`src/rtl/calc_disp_pkg.sv`:
```
// Shared types for the calculator display path: glyph codes, segment table and
// the conversion FSM state encoding.
package calc_disp_pkg;

    typedef enum logic [4:0] {
        G_0     = 5'd0,
        G_1     = 5'd1,
        G_2     = 5'd2,
        G_3     = 5'd3,
        G_4     = 5'd4,
        G_5     = 5'd5,
        G_6     = 5'd6,
        G_7     = 5'd7,
        G_8     = 5'd8,
        G_9     = 5'd9,
        G_BLANK = 5'd10,
        G_MINUS = 5'd11,
        G_E     = 5'd12,
        G_R     = 5'd13
    } glyph_t;

    typedef enum logic [1:0] {
        IDLE = 2'd0,
        CONV = 2'd1,
        DONE = 2'd2
    } state_t;

    localparam int CONV_STEPS = 8;

    // Active-high segment pattern, bit order {g,f,e,d,c,b,a}.
    function automatic logic [6:0] glyph_seg(input glyph_t g);
        logic [6:0] s;
        case (g)
            G_0:     s = 7'h3F;
            G_1:     s = 7'h06;
            G_2:     s = 7'h5B;
            G_3:     s = 7'h4F;
            G_4:     s = 7'h66;
            G_5:     s = 7'h6D;
            G_6:     s = 7'h7D;
            G_7:     s = 7'h07;
            G_8:     s = 7'h7F;
            G_9:     s = 7'h6F;
            G_MINUS: s = 7'h40;
            G_E:     s = 7'h79;
            G_R:     s = 7'h50;
            default: s = 7'h00;
        endcase
        return s;
    endfunction

    // Decimal nibbles map to their digit; any other code is shown blank.
    function automatic glyph_t digit_glyph(input logic [3:0] d);
        glyph_t g;
        if (d <= 4'd9) begin
            g = glyph_t'({1'b0, d});
        end else begin
            g = G_BLANK;
        end
        return g;
    endfunction

endpackage

```
`src/rtl/bin2bcd_seq.sv`:
```
// Sequential double-dabble: converts an 8-bit magnitude to three BCD digits in
// CONV_STEPS shift steps after start; done pulses for one cycle at the end.
module bin2bcd_seq
    import calc_disp_pkg::*;
(
    input  logic        clk,
    input  logic        reset,
    input  logic        start,
    input  logic [7:0]  mag,
    output logic        done,
    output logic [11:0] bcd
);

    // {hundreds, tens, ones, binary}; the binary part drains into the BCD part.
    logic [19:0] sr;
    logic [19:0] sr_adj;
    logic [2:0]  step;
    logic        active;

    always_comb begin
        sr_adj = sr;
        for (int i = 0; i < 3; i++) begin
            if (sr[8 + 4*i +: 4] >= 4'd5) begin
                sr_adj[8 + 4*i +: 4] = sr[8 + 4*i +: 4] + 4'd3;
            end
        end
    end

    always_ff @(posedge clk or negedge reset) begin
        if (!reset) begin
            sr     <= '0;
            step   <= '0;
            active <= 1'b0;
            done   <= 1'b0;
        end else begin
            done <= 1'b0;
            if (start) begin
                sr     <= {12'd0, mag};
                step   <= '0;
                active <= 1'b1;
            end else if (active) begin
                sr   <= {sr_adj[18:0], 1'b0};
                step <= step + 3'd1;
                if (step == 3'(CONV_STEPS - 1)) begin
                    active <= 1'b0;
                    done   <= 1'b1;
                end
            end
        end
    end

    assign bcd = sr[19:8];

endmodule

```
`src/rtl/output_unit_display.sv`:
```
// Calculator display: latches a signed result, converts it to sign + BCD and
// scans either that result or the keypad buffer onto a 4-digit 7-segment display.
module output_unit_display
    import calc_disp_pkg::*;
#(
    parameter int REFRESH_DIV = 50000,
    parameter bit SEG_ACT_LOW = 1'b1
) (
    input  logic        clk,
    input  logic        reset,
    input  logic        load,
    input  logic [7:0]  value,
    input  logic        ovf,
    input  logic        show_result,
    input  logic [15:0] BCD_I,
    output logic [6:0]  seg,
    output logic [3:0]  an,
    output logic        busy,
    output logic        ready,
    output state_t      dbg_state
);

    localparam int         DIV_W   = (REFRESH_DIV > 1) ? $clog2(REFRESH_DIV) : 1;
    localparam logic [6:0] SEG_OFF = SEG_ACT_LOW ? 7'h7F : 7'h00;
    localparam logic [3:0] AN_OFF  = SEG_ACT_LOW ? 4'hF : 4'h0;

    state_t      state;
    state_t      state_next;
    logic        sign_q;
    logic        ovf_q;
    logic [11:0] bcd_q;
    logic [7:0]  mag;
    logic        conv_done;
    logic [11:0] conv_bcd;

    logic [DIV_W-1:0] div;
    logic [1:0]       idx;
    glyph_t           res_g [4];
    glyph_t           cur_g;
    logic [3:0]       hund;
    logic [3:0]       tens;
    logic [3:0]       ones;

    // Two's-complement magnitude; -128 yields 8'h80 which is exactly 128.
    assign mag = value[7] ? (~value + 8'd1) : value;

    bin2bcd_seq u_bin2bcd (
        .clk   (clk),
        .reset (reset),
        .start (load),
        .mag   (mag),
        .done  (conv_done),
        .bcd   (conv_bcd)
    );

    always_comb begin
        state_next = state;
        if (load) begin
            state_next = CONV;
        end else begin
            case (state)
                CONV:    if (conv_done) state_next = DONE;
                DONE:    state_next = IDLE;
                default: state_next = IDLE;
            endcase
        end
    end

    always_ff @(posedge clk or negedge reset) begin
        if (!reset) begin
            state  <= IDLE;
            sign_q <= 1'b0;
            ovf_q  <= 1'b0;
            bcd_q  <= '0;
            busy   <= 1'b0;
            ready  <= 1'b0;
        end else begin
            state <= state_next;
            if (load) begin
                sign_q <= value[7];
                ovf_q  <= ovf;
                busy   <= 1'b1;
                ready  <= 1'b0;
            end else if (state == CONV && conv_done) begin
                bcd_q <= conv_bcd;
                busy  <= 1'b0;
            end else if (state == DONE) begin
                ready <= 1'b1;
            end
        end
    end

    assign dbg_state = state;

    assign hund = bcd_q[11:8];
    assign tens = bcd_q[7:4];
    assign ones = bcd_q[3:0];

    // Result glyphs with leading-zero blanking; the minus hugs the first shown digit.
    always_comb begin
        for (int i = 0; i < 4; i++) begin
            res_g[i] = G_BLANK;
        end
        if (ovf_q) begin
            res_g[2] = G_E;
            res_g[1] = G_R;
            res_g[0] = G_R;
        end else begin
            res_g[0] = digit_glyph(ones);
            if (hund != 4'd0) begin
                res_g[2] = digit_glyph(hund);
                res_g[1] = digit_glyph(tens);
            end else if (tens != 4'd0) begin
                res_g[1] = digit_glyph(tens);
            end
            if (sign_q) begin
                if (hund != 4'd0) begin
                    res_g[3] = G_MINUS;
                end else if (tens != 4'd0) begin
                    res_g[2] = G_MINUS;
                end else begin
                    res_g[1] = G_MINUS;
                end
            end
        end
    end

    always_comb begin
        cur_g = G_BLANK;
        if (show_result) begin
            if (ready) begin
                cur_g = res_g[idx];
            end
        end else begin
            cur_g = digit_glyph(BCD_I[{idx, 2'b00} +: 4]);
        end
    end

    // seg and an come from the same idx on the same edge, so they never disagree.
    always_ff @(posedge clk or negedge reset) begin
        if (!reset) begin
            div <= '0;
            idx <= 2'd0;
            seg <= SEG_OFF;
            an  <= AN_OFF;
        end else begin
            if (div == DIV_W'(REFRESH_DIV - 1)) begin
                div <= '0;
                idx <= idx - 2'd1;
            end else begin
                div <= div + 1'b1;
            end
            seg <= glyph_seg(cur_g) ^ SEG_OFF;
            an  <= (4'b0001 << idx) ^ AN_OFF;
        end
    end

endmodule

```
`config.mk`:
```
export PLATFORM = sky130hd
export DESIGN_NAME = output_unit_display
export DESIGN_NICKNAME = d
export VERILOG_FILES = /design/src/rtl/calc_disp_pkg.sv /design/src/rtl/bin2bcd_seq.sv /design/src/rtl/output_unit_display.sv
export SDC_FILE = /design/constraint.sdc
export NUM_CORES = 1
export LEC_CHECK = 0
export CORE_UTILIZATION = 60
export CTS_BUF_LIST = sky130_fd_sc_hd__clkbuf_8
export DETAILED_ROUTE_END_ITERATION = 8
export GPL_TIMING_DRIVEN = 0
export PLACE_DENSITY = 0.94
export SLEW_MARGIN = 40
export SYNTH_ARGS = -nofsm -noshare
export SYNTH_HDL_FRONTEND = slang
export SYNTH_SLANG_ARGS = --single-unit
```
`constraint.sdc`:
```
create_clock -name clk -period 5.35 [get_ports clk]
set_input_delay 1.07 -clock clk [delete_from_list [all_inputs] [get_ports clk]]
set_output_delay 1.07 -clock clk [all_outputs]
set_load 0.01 [all_outputs]
```
; ---- Yosys cells after proc, flatten, opt, wreduce, memory -nomap -nowiden
; Memories as Yosys holds them, arrays and structs flattened.
; Index checks and enable logic that the tools add are counted.
[word_totals]
ff_bits = 72
rom_bits = 112
inputBits = 29
n_memories = 1
[memory_table]
columns = memory, depth, width, rd, rd_clocked_by_memory_dff, write_ports, line_no
row1 = (no name shown), 16, 7, 1, 0, 0, calc_disp_pkg.sv:33  ; case (g)
[op_classes]
n_addsub = 7
magnitude_cmp = 8
n_eq_ne = 6
shifts = 2
muxes = 43
bitwise = 5
n_reduce_logical = 8
[ops]
columns = op, n
row1 = $mux W5, 10
row2 = $mux W20, 2
row3 = $mux W15, 2
row4 = $mux W4, 6
row5 = $add A16 B1 Y16 const B, 1
row6 = $eq A16 B16 Y1 const B, 1
row7 = $le A4 B4 Y1 const B, 4
row8 = $mux W16, 1
row9 = $shiftx A16 B5 Y4, 1
row10 = $ge A4 B3 Y1 const B, 3
row11 = $mux W1, 12
row12 = $bmux W5 S2, 1
row13 = $mux W10, 1
row14 = $mux W3, 3
row15 = $add A4 B2 Y4 const B, 2
row16 = $add A8 B1 Y8 const B, 1
row17 = $mux W8, 1
row18 = $not A8 Y8, 1
row19 = $reduce_bool A4 Y1, 2
row20 = $mux W7, 1
row21 = $not A7 Y7, 1
row22 = $mux W2, 3
row23 = $reduce_bool A2 Y1, 3
row24 = $not A4 Y4, 1
row25 = 14 further kinds, 15

; ---- Depth between registers and ports, before layout
; Gate-level depths: netlist (run 1).
; An unclocked memory read counts as a cell.
[logic_depth]
depth_word = 16
depth_mapped = 9

; ---- Cells and area by module
; From an unflattened synthesis (run 1), not the netlist that was laid out.
[unflattened]
hier_cells = 398
area_unflattened_um2 = 4083.9
[by_module_without_submodules]
columns = module, instances, cells_per_inst, area_each_um2, seq_area_each_um2
row1 = output_unit_display, 1, 253, 2647.5, 1189.9
row2 = bin2bcd_seq, 1, 145, 1436.4, 625.6

; ---- Worst setup path after synthesis (run 1)
; OpenSTA, ideal clock, no wires.
[synth_timing]
path_kind = in2reg
start = input BCD_I[12]
end = register seg[6]
arrival_ps = 2765
path_slack_ps = 2498
path_stages = 7
path_buffers = 0
path_cell_list = mux4_2 -> nor2b_1 -> a221oi_1 -> inv_1 -> ha_1 -> o21ai_0 -> o22ai_1
[synth_between]
elab_chain_cells = 7
[synth_rtl]
columns = element, line_no
row1 = from (decl), output_unit_display.sv:15  ; input logic [15:0] BCD_I,
row2 = $shiftx A16 B5 Y4 (*), output_unit_display.sv:135  ; cur_g = digit_glyph(BCD_I[{idx, 2'b00} +: 4]);
row3 = $le A4 B4 Y1, calc_disp_pkg.sv:55  ; if (d <= 4'd9) begin
row4 = $mux W4 (*), calc_disp_pkg.sv:55
row5 = $mux W5 (*), output_unit_display.sv:130  ; if (show_result) begin
row6 = $mem_v2 Z16 W7 (*), --
row7 = $mux W7 (*), calc_disp_pkg.sv:33
row8 = $not A7 Y7 (no source line) (*), --
row9 = to (signal assigned), output_unit_display.sv:153  ; seg <= glyph_seg(cur_g) ^ SEG_OFF;
row10 = to (decl), output_unit_display.sv:16  ; output logic [6:0] seg,
; Every way passes the cells marked *; elsewhere a longest branch is shown, timed or not.
; A chain may end at the register's enable or synchronous reset.

; ---- Worst setup path in the final report (run 1)
[layout_timing]
start = input BCD_I[14]
end = register seg[3]
; Same word-level chain as after synthesis.

==> results.ini, run 1 <==
[floorplan]
die_w_um = 82.6
io_pins = 44
rows = 29
die_h_um = 82.6
initial_core_util_pct = 61.8
coreArea_mm2 = 0.00631
die-area_mm2 = 0.00683

[place]
dpl-instance-area_mm2 = 0.00443
placed_cells = 491
portBuffers = 41
place_congestion = 0.860
dp_hpwl_mm = 6.14

[timing]
fin_crit_sh_pct = 57.7
hold_viol = 0
holdWs_ns = 0.459
worstMarginPinSlew_ns = 0.681
slew_headroom_pct = 54.5
period_minus_slack_ns = 3.09
fin_tns_setup_ns = 0
rsz0062_at_grt = false
skew_ns = 0.00871
slew_violations = 0
fmax_mhz = 324
setup_violations = 0

[clock_tree]
cts_hold_buf = 0
worstSkewPairLatency_ns = 0.35
cts_sinks = 72
clk_pin_slew_worst_paths_ns = 0.07
cts_buffers = 9
cts_resized = 0
cts_tree = built
clock_path_buffers = 2
cts_setup_buffers = 0
clock-root-buffer = clkbuf_8
h-tree-depth = 3

[detailed_routing]
finalWirelength_mm = 8.33
vias = 3054
dr.pass1.iters = 5
routedWlPerCell_um = 16.4
ant_nets = 0
drc_errors = 0
vias_per_cell = 6.01
first_iter_violations = 240

[setup_path]
cp.arrival_ns = 3.35
worstPathRequired_ns = 5.61
cp_max_fo = 5
start_kind = input port
criticalPathCategory = in2reg
crit_path_end_kind = flop

[final_layout]
stdcell_area_mm2 = 0.00460
area_delta_synth_final_pct = 18.0
fin_nets = 475
n_antenna_cell = 0
layout-drive-gt1-share_pct = 13.7
fillers = 429
stdcell_count = 508

[yosys]
ys_top_cells_by_area = dfrtp_1 39%, dfstp_2 7.4%, ha_1 6.4%
ys_top_cells_by_count = 61 x dfrtp_1, 29 x nand2_1, 25 x nor2_1
syn_avg_cell_area_um2 = 10.5
synth-edff-count = 0
syn_inst = 372
syn_area_mm2 = 0.00390
syn_nets = 421
synth_ff_type = dfrtp_1
yosysUniqueCellTypes = 57
async_flop_share_pct = 100
synth-seq-cells = 72
synthMostInstantiatedCell = dfrtp_1
ys.warnings.count = 0
synth_top_area_share_pct = 39.1
synth_top_area_cell = dfrtp_1
ys_seq_area_share_pct = 46.5

[global_routing]
grt_max_degree = 47
grt_usage_pct = 27.2
grt_antenna_before_repair = 0
grt_pass1_wl_mm = 13.6
grt_overflow = 0
first_global_vias = 2995

[power_and_ir_drop]
p_leak_nw = 2.12
ir_worst_vdd_mv = 0.169
powerDensity_mw_per_mm2 = 235
total_power_w = 0.00108

[worst_hold_path]
hold_path.class = reg2reg

[run_status]
run_status = complete, no violations

[run]
drv_cap = 0

-- state kept, by name, indices dropped and copies added, names as in the netlist, 2 cells and up --
register and count:
div 16, u_bin2bcd.step 3, an 4, bcd_q 12, idx 2, u_bin2bcd.sr 20
dbg_state 2, seg 7
-- cells in the final DEF (no fill, tap or decap), drive strengths merged, types with 4 or more instances in the layout --
| cell type | instances |
|---|---|
| a221oi | 4 |
| dfrtp | 61 |
| nand3 | 13 |
| inv | 24 |
| clkdlybuf4s50 | 40 |
| or3 | 5 |
| xnor2 | 14 |
| nor3 | 8 |
| dfstp | 11 |
| mux2i | 16 |
| nor4 | 5 |
| a211oi | 6 |
| nand2b | 6 |
| nor2 | 26 |
| xor2 | 10 |
| clkinv | 4 |
| o21ai | 24 |
| clkbuf | 18 |
| buf | 9 |
| mux2 | 12 |
| ha | 20 |
| a21oi | 14 |
| mux4 | 4 |
| o211ai | 4 |
| nor2b | 4 |
| nand2 | 29 |
-- final timing paths --
path	startpoint	end	slack [ns]	cells after the start
worst max-delay path	BCD_I[14]	seg[3]	2.26	8
worst min-delay path	u_bin2bcd.done	dbg_state[0]	0.46	1
worst max register to register	bcd_q[8]	seg[3]	2.66	8
worst min register to register	u_bin2bcd.done	dbg_state[0]	0.46	1
max in group asynchronous	reset	ovf_q	4.18	2
min in group asynchronous	reset	div[13]	0.62	1
-- cell type report --
type                    count  area [µm²]  area share [%]
multi-input cells         264        1930            42.0
flip-flops and latches     72        1820            39.4
repair buffers             43         433            9.40
clock buffers              10         138            2.99
well taps                  77        96.3            2.09
inverters                  22        82.6            1.79
plain buffers              14        68.8            1.49
clock inverters             6        36.3           0.788
-- cell families after synthesis --
kind of cell             synth area share, %
AO/OA/AOI/OAI                           12.5
XOR/XNOR                                5.39
adder cells (fa/ha/maj)                 6.41
buffers and inverters                   3.88
flip-flops                              46.5
multiplexers                            9.88
AND/OR/NAND/NOR                         15.4
-- per-stage QoR --
step	setup slack, ns	util, %
floorplan	2.50	-
global placement	0.979	69.8
detailed placement	1.67	70.1
CTS	2.04	72.8
global route	2.14	72.9
finish	2.26	72.9
-- routing by layer --
layer	share of wire, %	wire (µm)	track usage, %	vias to the layer above
li1	-	-	-	1434
met1	41	3410	32.5	1511
met2	51	4220	45.3	93
met3	6.3	528	8.57	16
met4	2.0	166	11.9	0
met5	0	0	0	-
-- power breakdown --
part	switching [W]	total, W	internal [W]
Clock	0.000203	0.000382	0.000179
Sequential	0.0000127	0.000579	0.000566
Combinational	0.0000610	0.000121	0.0000601
Total	0.000277	0.00108	0.000805
-- critical path, stage by stage --
cell	delay, ns
clkdlybuf4s50_1	0.39
mux4_2	0.54
a211oi_1	0.37
or2_1	0.28
inv_1	0.12
ha_1	0.29
nand2_1	0.06
a32oi_1	0.22
(Power assumes the default switching activity.)
==> run 2, diff against run 1 <==
CORE_UTILIZATION = 58   (was 60)
PLACE_DENSITY = 0.92   (was 0.94)
clock period = 3.2 ns   (was 5.35 ns; I/O delays follow)
==> run 2 against run 1 <==
  * The flow now finishes with violations (DRC)
  * Highest routed layer unchanged
  * Power grew 75%
  * Sequential cell count is the same
  * Register-to-register slack worse by 2.1 ns
  * Largest power group unchanged
  * Critical path type unchanged
  * Via count up 0.39%
==> results.ini, run 2 (same netlist as run 1, synthesis figures left out) <==
[clock_tree]
cts_tree = built
clock_path_buffers = 2
cts_setup_buffers = 0
cts_hold_buf = 0
worstSkewPairLatency_ns = 0.35
cts_sinks = 72
cts_resized = 0
h-tree-depth = 3
clk_pin_slew_worst_paths_ns = 0.08
clock-root-buffer = clkbuf_8
cts_buffers = 9

[final_layout]
mostFrequentLayoutCells = 61 x dfrtp_1, 40 x clkdlybuf4s50_1, 29 x nand2_1
stdcell_count = 508
reg_top3 = u_bin2bcd.sr (20), div (16), bcd_q (12)
n_antenna_cell = 0
final_common_cell = dfrtp_1
stdcell_area_mm2 = 0.00464
area_delta_synth_final_pct = 18.9
regMostFlops = u_bin2bcd.sr
layout-drive-gt1-share_pct = 13.7
largest_reg_flops = 20
fin_nets = 475

[place]
preCtsSetupSlack_ns = -0.0661
dpl-instance-area_mm2 = 0.00444
dp_hpwl_mm = 6.02
placed_cells = 491
portBuffers = 41
place_congestion = 0.848

[run]
drv_cap = 0

[floorplan]
initial_core_util_pct = 60.7
io_pins = 44
die_w_um = 84.0
die_h_um = 84.0
die-area_mm2 = 0.00706
rows = 29
coreArea_mm2 = 0.00642

[setup_path]
cp.arrival_ns = 2.92
slowest_stage = a221oi_1
cpPeakStageDelay_ns = 0.51
endpoint = seg[3]
reg2reg_from = bcd_q[8]
worstPathRequired_ns = 3.46
r2r_end = seg[3]
cp_max_fo = 4
cp_cell_sequence = clkdlybuf4s50_1, mux4_2, nor2b_1, a221oi_1, clkbuf_2, ha_1, or2_2, a32oi_1
r2r_slack_ns = 0.57
criticalPathCategory = in2reg
crit_path_end_kind = flop
r2r_cells = 8
cp-startpoint = BCD_I[8]
start_kind = input port

[global_routing]
grt_pass1_wl_mm = 13.9
grt_max_degree = 56
first_global_vias = 2960
grt_antenna_before_repair = 0
grt_overflow = 0
grt_usage_pct = 25.4

[detailed_routing]
drc_errors = 12
vias = 3066
dr.pass1.iters = 7
routedWlPerCell_um = 16.5
finalWirelength_mm = 8.40
vias_per_cell = 6.04
ant_nets = 0
first_iter_violations = 246

[power_and_ir_drop]
clock_power_share_pct = 38.3
internal_power_w = 0.00141
power_frac_comb_pct = 10.7
ir_worst_vdd_mv = 0.318
powerDensity_mw_per_mm2 = 409
p_seq_share_pct = 51.0
switching_share_pct = 25.8
p_leak_nw = 2.12
switchingPower_w = 0.000488

[run_status]
run_status = complete, but fails checks
violations = DRC

[timing]
slew_violations = 0
worstMarginPinSlew_ns = 0.670
skew_ns = 0.00536
slew_headroom_pct = 55.3
setup_violations = 0
rsz0062_at_grt = false
worst_slack_ns = 0.545
fin_crit_sh_pct = 83.0
period_minus_slack_ns = 2.66
hold_viol = 0
fmax_mhz = 377

[worst_hold_path]
hold_path.class = in2async

==> run 2: final cells by class <==
| class | instances | area, µm² |
|---|---|---|
| Inverter | 22 | 82.6 |
| Clock buffer | 9 | 124 |
| Multi-Input combinational cell | 264 | 1930 |
| Timing Repair Buffer | 43 | 444 |
| Fill cell | 449 | 1790 |
| Buffer | 14 | 68.8 |
| Clock inverter | 7 | 71.3 |
| Tap cell | 77 | 96.3 |
| Sequential cell | 72 | 1820 |
==> run 2: worst max-delay path, delay by kind of cell <==
kind | cells | cell delay, ns
AND/OR/NAND/NOR | 2 | 0.28
adder cells (fa/ha/maj) | 1 | 0.20
buffers and inverters | 2 | 0.70
AO/OA/AOI/OAI | 2 | 0.61
multiplexers | 1 | 0.48
==> run 2: metrics by stage <==
step	total power (W)	hold slack, ns	TNS (ns)	utilization (%)
final	0.00190	0.104	0	72.2
after global routing	0.00196	0.0968	0	72.2
after CTS	0.00190	0.0948	0	72.1
after detailed placement	0.00119	0.451	-0.112	69.1
after global placement	0.00117	0.447	-47.99	68.6
after floorplan	0.00108	0.344	0	-
==> run 2: routing by layer <==
layer	GRT usage (%)	routed length, µm
met3	4.45	473
met2	42.4	4150
met1	32.4	3600
met5	0	0
met4	11.4	171
==> run 2: worst min-delay path by stage <==
stage	start	endpoint	slack, ns	cells after the start
6_report	reset	div[7]	0.10	1
3_3_place_gp	u_bin2bcd.done	dbg_state[0]	0.45	1
2_1_floorplan	reset	bcd_q[0]	0.34	0
4_1_cts	reset	div[7]	0.09	1
5_1_grt	reset	div[7]	0.1	1
3_5_place_dp	u_bin2bcd.done	dbg_state[0]	0.45	1
==> run 2: power by group through the flow <==
stage	Clock [W]	Combinational, W	Sequential, W
after floorplan	0	0.0000972	0.000983
after global placement	0	0.000187	0.000982
final	0.000726	0.000203	0.000968
after global routing	0.000769	0.000224	0.000970
after detailed placement	0	0.000202	0.000984
after CTS	0.000733	0.000204	0.000967
==> run 3, diff against run 2 <==
clock period = 2.7 ns   (was 3.2 ns; I/O delays follow)
==> run 3 against run 2 <==
  * Utilization up 0.25 points
  * The run still ends with DRC left
  * Clock skew up 0.00071 ns
  * Global-route usage up 0.065 points
  * Critical path type unchanged
  * First-iteration DRC count down 7.7%
  * Hold slack better by 0.37 ns
  * Via count about the same
  * Non-clock buffer count unchanged
  * Routed wire length up 0.94%
  * Sequential cell count unchanged
  * Register-to-register slack worse by 0.47 ns
  * Count of clock-buffer cells in the layout unchanged
==> results.ini, run 3 (same netlist as run 1, synthesis figures left out) <==
[run_status]
run_status = complete, but fails checks
violations = DRC

[timing]
period_minus_slack_ns = 2.63
setup_violations = 0
fin_crit_sh_pct = 97.5
fmax_mhz = 380
skew_ns = 0.00607
slew_headroom_pct = 54.6
holdWs_ns = 0.470
rsz0062_at_grt = false
slew_violations = 0
hold_viol = 0
worstMarginPinSlew_ns = 0.681

[power_and_ir_drop]
power_frac_comb_pct = 10.8
switchingPower_w = 0.000580
switching_share_pct = 25.8
powerDensity_mw_per_mm2 = 483
clock_power_share_pct = 38.2
p_seq_share_pct = 51.0
internal_power_w = 0.00167
ir_worst_vdd_mv = 0.378
p_leak_nw = 2.13
total_power_w = 0.00225

[global_routing]
grt_overflow = 0
grt_usage_pct = 25.5
first_global_vias = 2972
grt_max_degree = 56
grt_antenna_before_repair = 0
grt_pass1_wl_mm = 14.0

[floorplan]
initial_core_util_pct = 60.7
die_w_um = 84.0
io_pins = 44
rows = 29
die-area_mm2 = 0.00706
die_h_um = 84.0
coreArea_mm2 = 0.00642

[final_layout]
final_common_cell = dfrtp_1
fin_nets = 475
fillers = 450
n_antenna_cell = 0
layout-drive-gt1-share_pct = 13.9
mostFrequentLayoutCells = 61 x dfrtp_1, 40 x clkdlybuf4s50_1, 29 x nand2_1
reg_top3 = u_bin2bcd.sr (20), div (16), bcd_q (12)
regMostFlops = u_bin2bcd.sr
stdcell_area_mm2 = 0.00465
area_delta_synth_final_pct = 19.3
largest_reg_flops = 20

[setup_path]
r2r_slack_ns = 0.10
start_kind = input port
cp.arrival_ns = 2.90
cp_max_fo = 6
worstPathRequired_ns = 2.97
crit_path_end_kind = flop
r2r_cells = 8
criticalPathCategory = in2reg

[clock_tree]
cts_sinks = 72
clk_pin_slew_worst_paths_ns = 0.08
clock_path_buffers = 2
cts_tree = built
h-tree-depth = 3
worstSkewPairLatency_ns = 0.35
cts_buffers = 9
clock-root-buffer = clkbuf_8

[place]
dp_hpwl_mm = 6.02
portBuffers = 41
place_congestion = 0.848
dpl-instance-area_mm2 = 0.00444

[detailed_routing]
vias_per_cell = 6.03
drc_errors = 12
dr.pass1.iters = 6
first_iter_violations = 227
routedWlPerCell_um = 16.7
vias = 3063
ant_nets = 0
finalWirelength_mm = 8.47

[worst_hold_path]
hold_path.class = reg2reg
holdPathStages = 1

[run]
drv_cap = 0

run 3: cell count changes in the layout (fill, tap and decap cells not counted), sizes merged:
cell,delta
clkbuf,-1
dlygate4sd3,+1
run 3: path summary, 6_finish.rpt:
check / to / start
worst max-delay path: seg[6] / BCD_I[8]
worst min-delay path: dbg_state[0] / u_bin2bcd.done
worst max register to register: seg[6] / idx[0]
worst min register to register: dbg_state[0] / u_bin2bcd.done
max in group asynchronous: bcd_q[4] / reset
min in group asynchronous: div[7] / reset
run 3: what timing repair did:
item                       in CTS  in global routing
setup endpoints to repair       6                  1
buffers inserted                0                  0
resized for setup               1                  1
hold endpoints to repair        1                  0
pin swaps                       0                  0
hold buffers                    1                  0
run 3: worst max-delay path: stages:
cell             delay, ns
clkdlybuf4s50_1       0.44
mux4_2                0.49
nor2b_1               0.16
a221oi_2              0.54
inv_1                 0.16
ha_1                  0.25
o21ai_0               0.22
o22ai_1               0.10
run 3: area by class of cell:
class                           count  area (µm²)  area share, %
Clock inverter                      7        71.3           1.53
Buffer                             14        68.8           1.48
Tap cell                           77        96.3           2.07
Sequential cell                    72        1820           39.0
Multi-Input combinational cell    264        1950           41.8
Timing Repair Buffer               43         449           9.65
Inverter                           22        82.6           1.77
Clock buffer                        9         124           2.66
run 3: through the flow:
stage / utilization [%] / worst slack [ns] / setup TNS [ns] / instances
after floorplan: - / 0.367 / 0 / 372
after global placement: 68.6 / -1.19 / -78.50 / 490
after detailed placement: 69.1 / -0.466 / -2.54 / 491
after CTS: 72.4 / 0.135 / 0 / 508
after global routing: 72.5 / 0.0146 / 0 / 508
final: 72.5 / 0.0669 / 0 / 508
run 3: metal layers:
metal | vias to the layer above | wire, µm | track usage (%)
met5 | - | 0 | 0
met3 | 14 | 418 | 4.45
met4 | 0 | 178 | 11.4
met1 | 1519 | 3730 | 32.4
met2 | 99 | 4150 | 42.5
li1 | 1431 | - | -
run 3: power groups by stage:
stage | logic (W) | clock network (W) | registers (W)
floorplan | 0.000115 | 0 | 0.00117
global placement | 0.000222 | 0 | 0.00116
detailed placement | 0.000240 | 0 | 0.00117
CTS | 0.000243 | 0.000869 | 0.00115
global route | 0.000268 | 0.000911 | 0.00115
finish | 0.000244 | 0.000859 | 0.00115
